## src/rtl/load_store_unit.sv

```systemverilog
// Load/store unit: accepts one byte/half/word memory operation at a time, issues a
// single held memory request, and returns an extended load result or an error status.
module load_store_unit #(
    parameter int TIMEOUT = 255
) (
    input  logic        clk,
    input  logic        rst,
    input  logic        in_valid,
    output logic        in_ready,
    input  logic [5:0]  alucode,
    input  logic [31:0] addr,
    input  logic [31:0] store_data,
    output logic        out_valid,
    output logic [31:0] out_data,
    output logic        out_err,
    output logic [1:0]  out_cause,
    output logic        mem_req,
    output logic        mem_we,
    output logic [31:0] mem_addr,
    output logic [3:0]  mem_be,
    output logic [31:0] mem_wdata,
    input  logic        mem_ack,
    input  logic [31:0] mem_rdata
);

    // Memory operation encodings shared with the decoder.
    localparam logic [5:0] ALU_LB  = 6'd32;
    localparam logic [5:0] ALU_LH  = 6'd33;
    localparam logic [5:0] ALU_LW  = 6'd34;
    localparam logic [5:0] ALU_LBU = 6'd35;
    localparam logic [5:0] ALU_LHU = 6'd36;
    localparam logic [5:0] ALU_SB  = 6'd40;
    localparam logic [5:0] ALU_SH  = 6'd41;
    localparam logic [5:0] ALU_SW  = 6'd42;

    localparam int CNT_W = $clog2(TIMEOUT + 1);

    localparam logic [1:0] CAUSE_NONE     = 2'b00;
    localparam logic [1:0] CAUSE_MISALIGN = 2'b01;
    localparam logic [1:0] CAUSE_TIMEOUT  = 2'b10;

    typedef enum logic [1:0] {IDLE, REQ, DONE} state_t;
    typedef enum logic [1:0] {SZ_BYTE, SZ_HALF, SZ_WORD} size_t;

    state_t             state;
    logic [5:0]         op_code;
    logic [1:0]         op_offset;
    logic [CNT_W-1:0]   cnt;

    logic               in_is_mem;
    logic               in_is_store;
    size_t              in_size;
    logic               in_misaligned;
    logic [3:0]         in_be;
    logic [31:0]        in_wdata;
    logic [31:0]        rdata_shifted;
    logic [31:0]        load_data;

    // NOTE: every signal written in always_comb gets a default first, so no path
    // leaves it unassigned and no latch is inferred.
    always_comb begin
        in_is_mem   = 1'b0;
        in_is_store = 1'b0;
        in_size     = SZ_BYTE;
        case (alucode)
            ALU_LB, ALU_LBU: begin in_is_mem = 1'b1; in_size = SZ_BYTE; end
            ALU_LH, ALU_LHU: begin in_is_mem = 1'b1; in_size = SZ_HALF; end
            ALU_LW:          begin in_is_mem = 1'b1; in_size = SZ_WORD; end
            ALU_SB: begin in_is_mem = 1'b1; in_is_store = 1'b1; in_size = SZ_BYTE; end
            ALU_SH: begin in_is_mem = 1'b1; in_is_store = 1'b1; in_size = SZ_HALF; end
            ALU_SW: begin in_is_mem = 1'b1; in_is_store = 1'b1; in_size = SZ_WORD; end
            default: ;
        endcase
    end

    always_comb begin
        in_misaligned = 1'b0;
        in_be         = 4'b1111;
        in_wdata      = store_data;
        case (in_size)
            SZ_BYTE: begin
                in_be    = 4'b0001 << addr[1:0];
                in_wdata = {4{store_data[7:0]}};
            end
            SZ_HALF: begin
                in_misaligned = addr[0];
                in_be         = addr[1] ? 4'b1100 : 4'b0011;
                in_wdata      = {2{store_data[15:0]}};
            end
            default: begin
                in_misaligned = (addr[1:0] != 2'b00);
                in_be         = 4'b1111;
                in_wdata      = store_data;
            end
        endcase
    end

    // Move the addressed lane down to bit 0, then extend by operation type.
    assign rdata_shifted = mem_rdata >> {op_offset, 3'b000};

    always_comb begin
        load_data = 32'h0;
        case (op_code)
            ALU_LB:  load_data = {{24{rdata_shifted[7]}}, rdata_shifted[7:0]};
            ALU_LBU: load_data = {24'h0, rdata_shifted[7:0]};
            ALU_LH:  load_data = {{16{rdata_shifted[15]}}, rdata_shifted[15:0]};
            ALU_LHU: load_data = {16'h0, rdata_shifted[15:0]};
            ALU_LW:  load_data = mem_rdata;
            default: load_data = 32'h0;
        endcase
    end

    // NOTE: all state uses non-blocking assignments so every register samples the
    // pre-edge values and the order of statements inside the block does not matter.
    always_ff @(posedge clk) begin
        if (rst) begin
            state     <= IDLE;
            op_code   <= 6'h0;
            op_offset <= 2'b00;
            cnt       <= '0;
            in_ready  <= 1'b1;
            out_valid <= 1'b0;
            out_data  <= 32'h0;
            out_err   <= 1'b0;
            out_cause <= CAUSE_NONE;
            mem_req   <= 1'b0;
            mem_we    <= 1'b0;
            mem_addr  <= 32'h0;
            mem_be    <= 4'h0;
            mem_wdata <= 32'h0;
        end else begin
            out_valid <= 1'b0;
            case (state)
                IDLE: begin
                    if (in_valid && in_is_mem) begin
                        op_code   <= alucode;
                        op_offset <= addr[1:0];
                        cnt       <= '0;
                        in_ready  <= 1'b0;
                        if (in_misaligned) begin
                            state     <= DONE;
                            out_valid <= 1'b1;
                            out_data  <= 32'h0;
                            out_err   <= 1'b1;
                            out_cause <= CAUSE_MISALIGN;
                        end else begin
                            state     <= REQ;
                            mem_req   <= 1'b1;
                            mem_we    <= in_is_store;
                            mem_addr  <= {addr[31:2], 2'b00};
                            mem_be    <= in_be;
                            mem_wdata <= in_wdata;
                        end
                    end
                end
                REQ: begin
                    // An ack in the final allowed cycle still completes the access.
                    if (mem_ack) begin
                        state     <= DONE;
                        mem_req   <= 1'b0;
                        out_valid <= 1'b1;
                        out_data  <= load_data;
                        out_err   <= 1'b0;
                        out_cause <= CAUSE_NONE;
                    end else if (cnt == CNT_W'(TIMEOUT - 1)) begin
                        state     <= DONE;
                        mem_req   <= 1'b0;
                        out_valid <= 1'b1;
                        out_data  <= 32'h0;
                        out_err   <= 1'b1;
                        out_cause <= CAUSE_TIMEOUT;
                    end else begin
                        cnt <= cnt + 1'b1;
                    end
                end
                DONE: begin
                    state    <= IDLE;
                    in_ready <= 1'b1;
                end
                default: begin
                    state    <= IDLE;
                    in_ready <= 1'b1;
                    mem_req  <= 1'b0;
                end
            endcase
        end
    end

endmodule

```

## config.mk

```make
export PLATFORM = sky130hd
export DESIGN_NAME = load_store_unit
export DESIGN_NICKNAME = d
export VERILOG_FILES = /design/src/rtl/load_store_unit.sv
export SDC_FILE = /design/constraint.sdc
export NUM_CORES = 1
export LEC_CHECK = 0
export CAP_MARGIN = 20
export CORE_MARGIN = 2
export CORE_UTILIZATION = 44
export DETAILED_ROUTE_END_ITERATION = 8
export PLACE_DENSITY = 0.81
export SYNTH_ARGS = -nofsm -noshare
export SYNTH_HDL_FRONTEND = slang
export SYNTH_SLANG_ARGS = --single-unit
```

## constraint.sdc

```tcl
create_clock -name clk -period 2.45 [get_ports clk]
set_clock_uncertainty 0.15 [all_clocks]
set_input_delay 0.49 -clock clk [delete_from_list [all_inputs] [get_ports clk]]
set_output_delay 0.49 -clock clk [all_outputs]
set_load 0.1 [all_outputs]
```

==> qor.yml <==
logic_synthesis:
  ys_seq_area_frac: 0.450
  yosys.cell_count.top_type: "dfxtp_1"
  syn_avg_cell_area_um2: 8.64
  synth_edf_count: 0
  synth_cell_types: 57
  ys_top_cells_by_area: "dfxtp_1 (45%), nand2_1 (7.8%), a21oi_1 (6.1%)"
  synthFlopType: "dfxtp_1"
  yosysTopAreaCell: "dfxtp_1"
  ys_warn_count: 0
  synth_cells: 634
  ys_ff_latch: 123
  yosys-top-cells-count: "dfxtp_1 (123), nand2_1 (114), a21oi_1 (67)"
  netlist_area_mm2: 0.00548
  synth_top_area_frac: 0.450
  ys_async_sr_fraction: 0
floorplan:
  initial_core_util: 0.454
  die_w_um: 116
  num_rows: 40
  die_y_um: 116
  die_area_mm2: 0.0134
  boundaryPins: 213
  core-area_mm2: 0.0121
finish:
  area_growth_pct: 49.9
  layout-drive-gt1-share: 0.219
  antenna_cells: 0
  finalNetCount: 952
timing:
  hold_viol_final: 0
  rsz0062_at_grt: "no"
  worstMarginPinSlew_ps: 656
  setup_viol: 0
  fin_crit_sh: 0.941
  holdWs_ps: 276
  fin_ws_ps: 144
  min_period_ps: 2310
  slew_viol_final: 0
  max_slew_margin: 0.562
  max_freq_mhz: 434
setup_path:
  cp.required_ps: 2570
  crit_path_start_kind: "input pin"
  path_max_fanout: 7
  cpPeakStageDelay_ps: 590
  slowest_stage: "clkdlybuf4s50_1"
  cpLargestDelayFamily: "buffers and inverters"
  crit_chain: "clkdlybuf4s50_1, nor3b_1, o31ai_4, buf_4, a222oi_1, a211oi_2"
  crit_buf_inv: 2
  criticalPathCategory: "in2reg"
  arrival_ps: 2430
  endpoint_kind: "flop"
power_and_ir_drop:
  power.share.clock: 0.445
  p_leak_nw: 3.21
  swShare: 0.258
  p_sw_mw: 1.31
  comb_power_share: 0.150
  seqPwrFrac: 0.405
  intPower_mw: 3.77
  power.density_mw_per_mm2: 620
  vdd_drop_max_mv: 0.479
route:
  drt-total-wl_um: 17300
  wl_per_cell_um: 16.9
  postRouteAntennaNets: 0
  drc: 0
  vias_per_cell: 5.47
  vias: 5595
  drtIter0Drc: 358
  first_pass_iters: 7
clock_network:
  cts_buffers: 17
  clock_path_buffers: 2
  clk_latency_ps: 420
  clockRootBuffer: "clkbuf_16"
  h-tree-depth: 4
  numClockSinks: 123
  cts_tree: "done"
  cts_setup_buffers: 0
  path_clk_slew_ps: 50
grt:
  grt_pass1_vias: 5498
  grt_overflow: 0
  grtUsageTotal: 0.259
  grt_pass1_wl_um: 26900
  antenna_found_initial: 0
  grt_max_degree: 58
place:
  portBuffers: 210
  place_congestion: 0.866
  hpwlAfterDp_um: 12300
  post-place-ws_ps: -305
outcome:
  status: "finished, final reports clean"
worst_hold_path:
  hold_class: "reg2reg"
run:
  drv_cap: 0
## final timing paths
kind | start | endpoint | slack (ps) | cells past startpoint
worst max register to register | op_code[3] | out_data[22] | 350 | 5
worst max-delay path | alucode[0] | mem_wdata[27] | 140 | 6
worst min-delay path | op_code[4] | op_code[4] | 280 | 2
worst min register to register | op_code[4] | op_code[4] | 280 | 2
## worst reg2reg max path, cell delays in order, from the launching register on
cell and delay [ps]:
dfxtp_1 300, or3b_1 500, nor3_1 180, o211a_1 560
a21oi_1 140, o2bb2ai_1 190
## cells by family (layout without fill, tap and decap cells)
group | after synthesis | in the layout | share of synthesized area
AND/OR/NAND/NOR | 221 | 221 | 0.184
adder cells (fa/ha/maj) | 2 | 2 | 0.00457
AO/OA/AOI/OAI | 195 | 195 | 0.254
XOR/XNOR | 6 | 6 | 0.00960
flip-flops | 123 | 123 | 0.450
other | 1 | 2 | 0.000685
buffers and inverters | 62 | 282 | 0.0539
multiplexers | 24 | 24 | 0.0439
## what timing repair did
| action | CTS | global route |
|---|---|---|
| resized for setup | 0 | 6 |
| hold buffers | 0 | 0 |
| setup endpoints to repair | 0 | 33 |
## layer usage
layer	part of all wire	up-vias	global-route usage	wire, um
met4	0.031	0	0.120	542
li1	-	2679	-	-
met5	0	-	0	0
met3	0.094	40	0.0952	1630
met2	0.49	245	0.435	8380
met1	0.39	2631	0.292	6700
## power by group through the flow
stage          Sequential (mW)  Combinational (mW)  Clock, mW
6_report                  2.06               0.761       2.26
3_3_place_gp              2.10               0.741          0
3_5_place_dp              2.10               0.751          0
2_1_floorplan             2.32               0.210          0
5_1_grt                   2.06               0.803       2.38
4_1_cts                   2.06               0.756       2.29
## placed cells by master (no fill, tap or decap), types with 3 or more instances in the layout
cell	n
a31oi_1	8
nor2b_1	11
a211o_1	7
dfxtp_1	123
nor2_1	57
clkbuf_16	17
xor2_1	4
o211ai_1	3
or3b_1	3
clkbuf_8	6
and2_1	9
clkbuf_1	6
a311oi_1	11
o21ai_0	17
mux2i_1	24
nand2_1	114
a32oi_1	7
clkdlybuf4s50_1	104
nand4_1	3
a211oi_2	11
a222oi_1	8
a21oi_1	66
nand2b_1	3
a21o_1	9
inv_1	7
a211oi_1	9
buf_12	8
buf_4	131
o2bb2ai_1	24
## flip-flops by register name (all words and copies together) (netlist names), 2 cells and up
register and cells:
mem_be 4, op_code 6, mem_addr 30, out_data 32, cnt 8, state 2, op_offset 2, mem_wdata 32
out_cause 2
## final cells by class
type,count,area (um2)
fillers,984,3850
well taps,168,210
flip-flops and latches,123,2460
clock inverters,1,5.00
repair buffers,245,2200
inverters,7,26.3
multi-input cells,450,2770
clock buffers,29,531
## metrics by stage
step	area, um2	TNS [ps]	utilization	std cells	power [mW]
floorplan	5480	0	-	635	2.53
global placement	7640	-15130	0.634	993	2.84
detailed placement	7640	-25900	0.634	993	2.85
CTS	8180	0	0.678	1023	5.11
global route	8210	0	0.680	1023	5.24
finish	8210	0	0.680	1023	5.09
No activity file was read; power rests on OpenSTA's default activity.
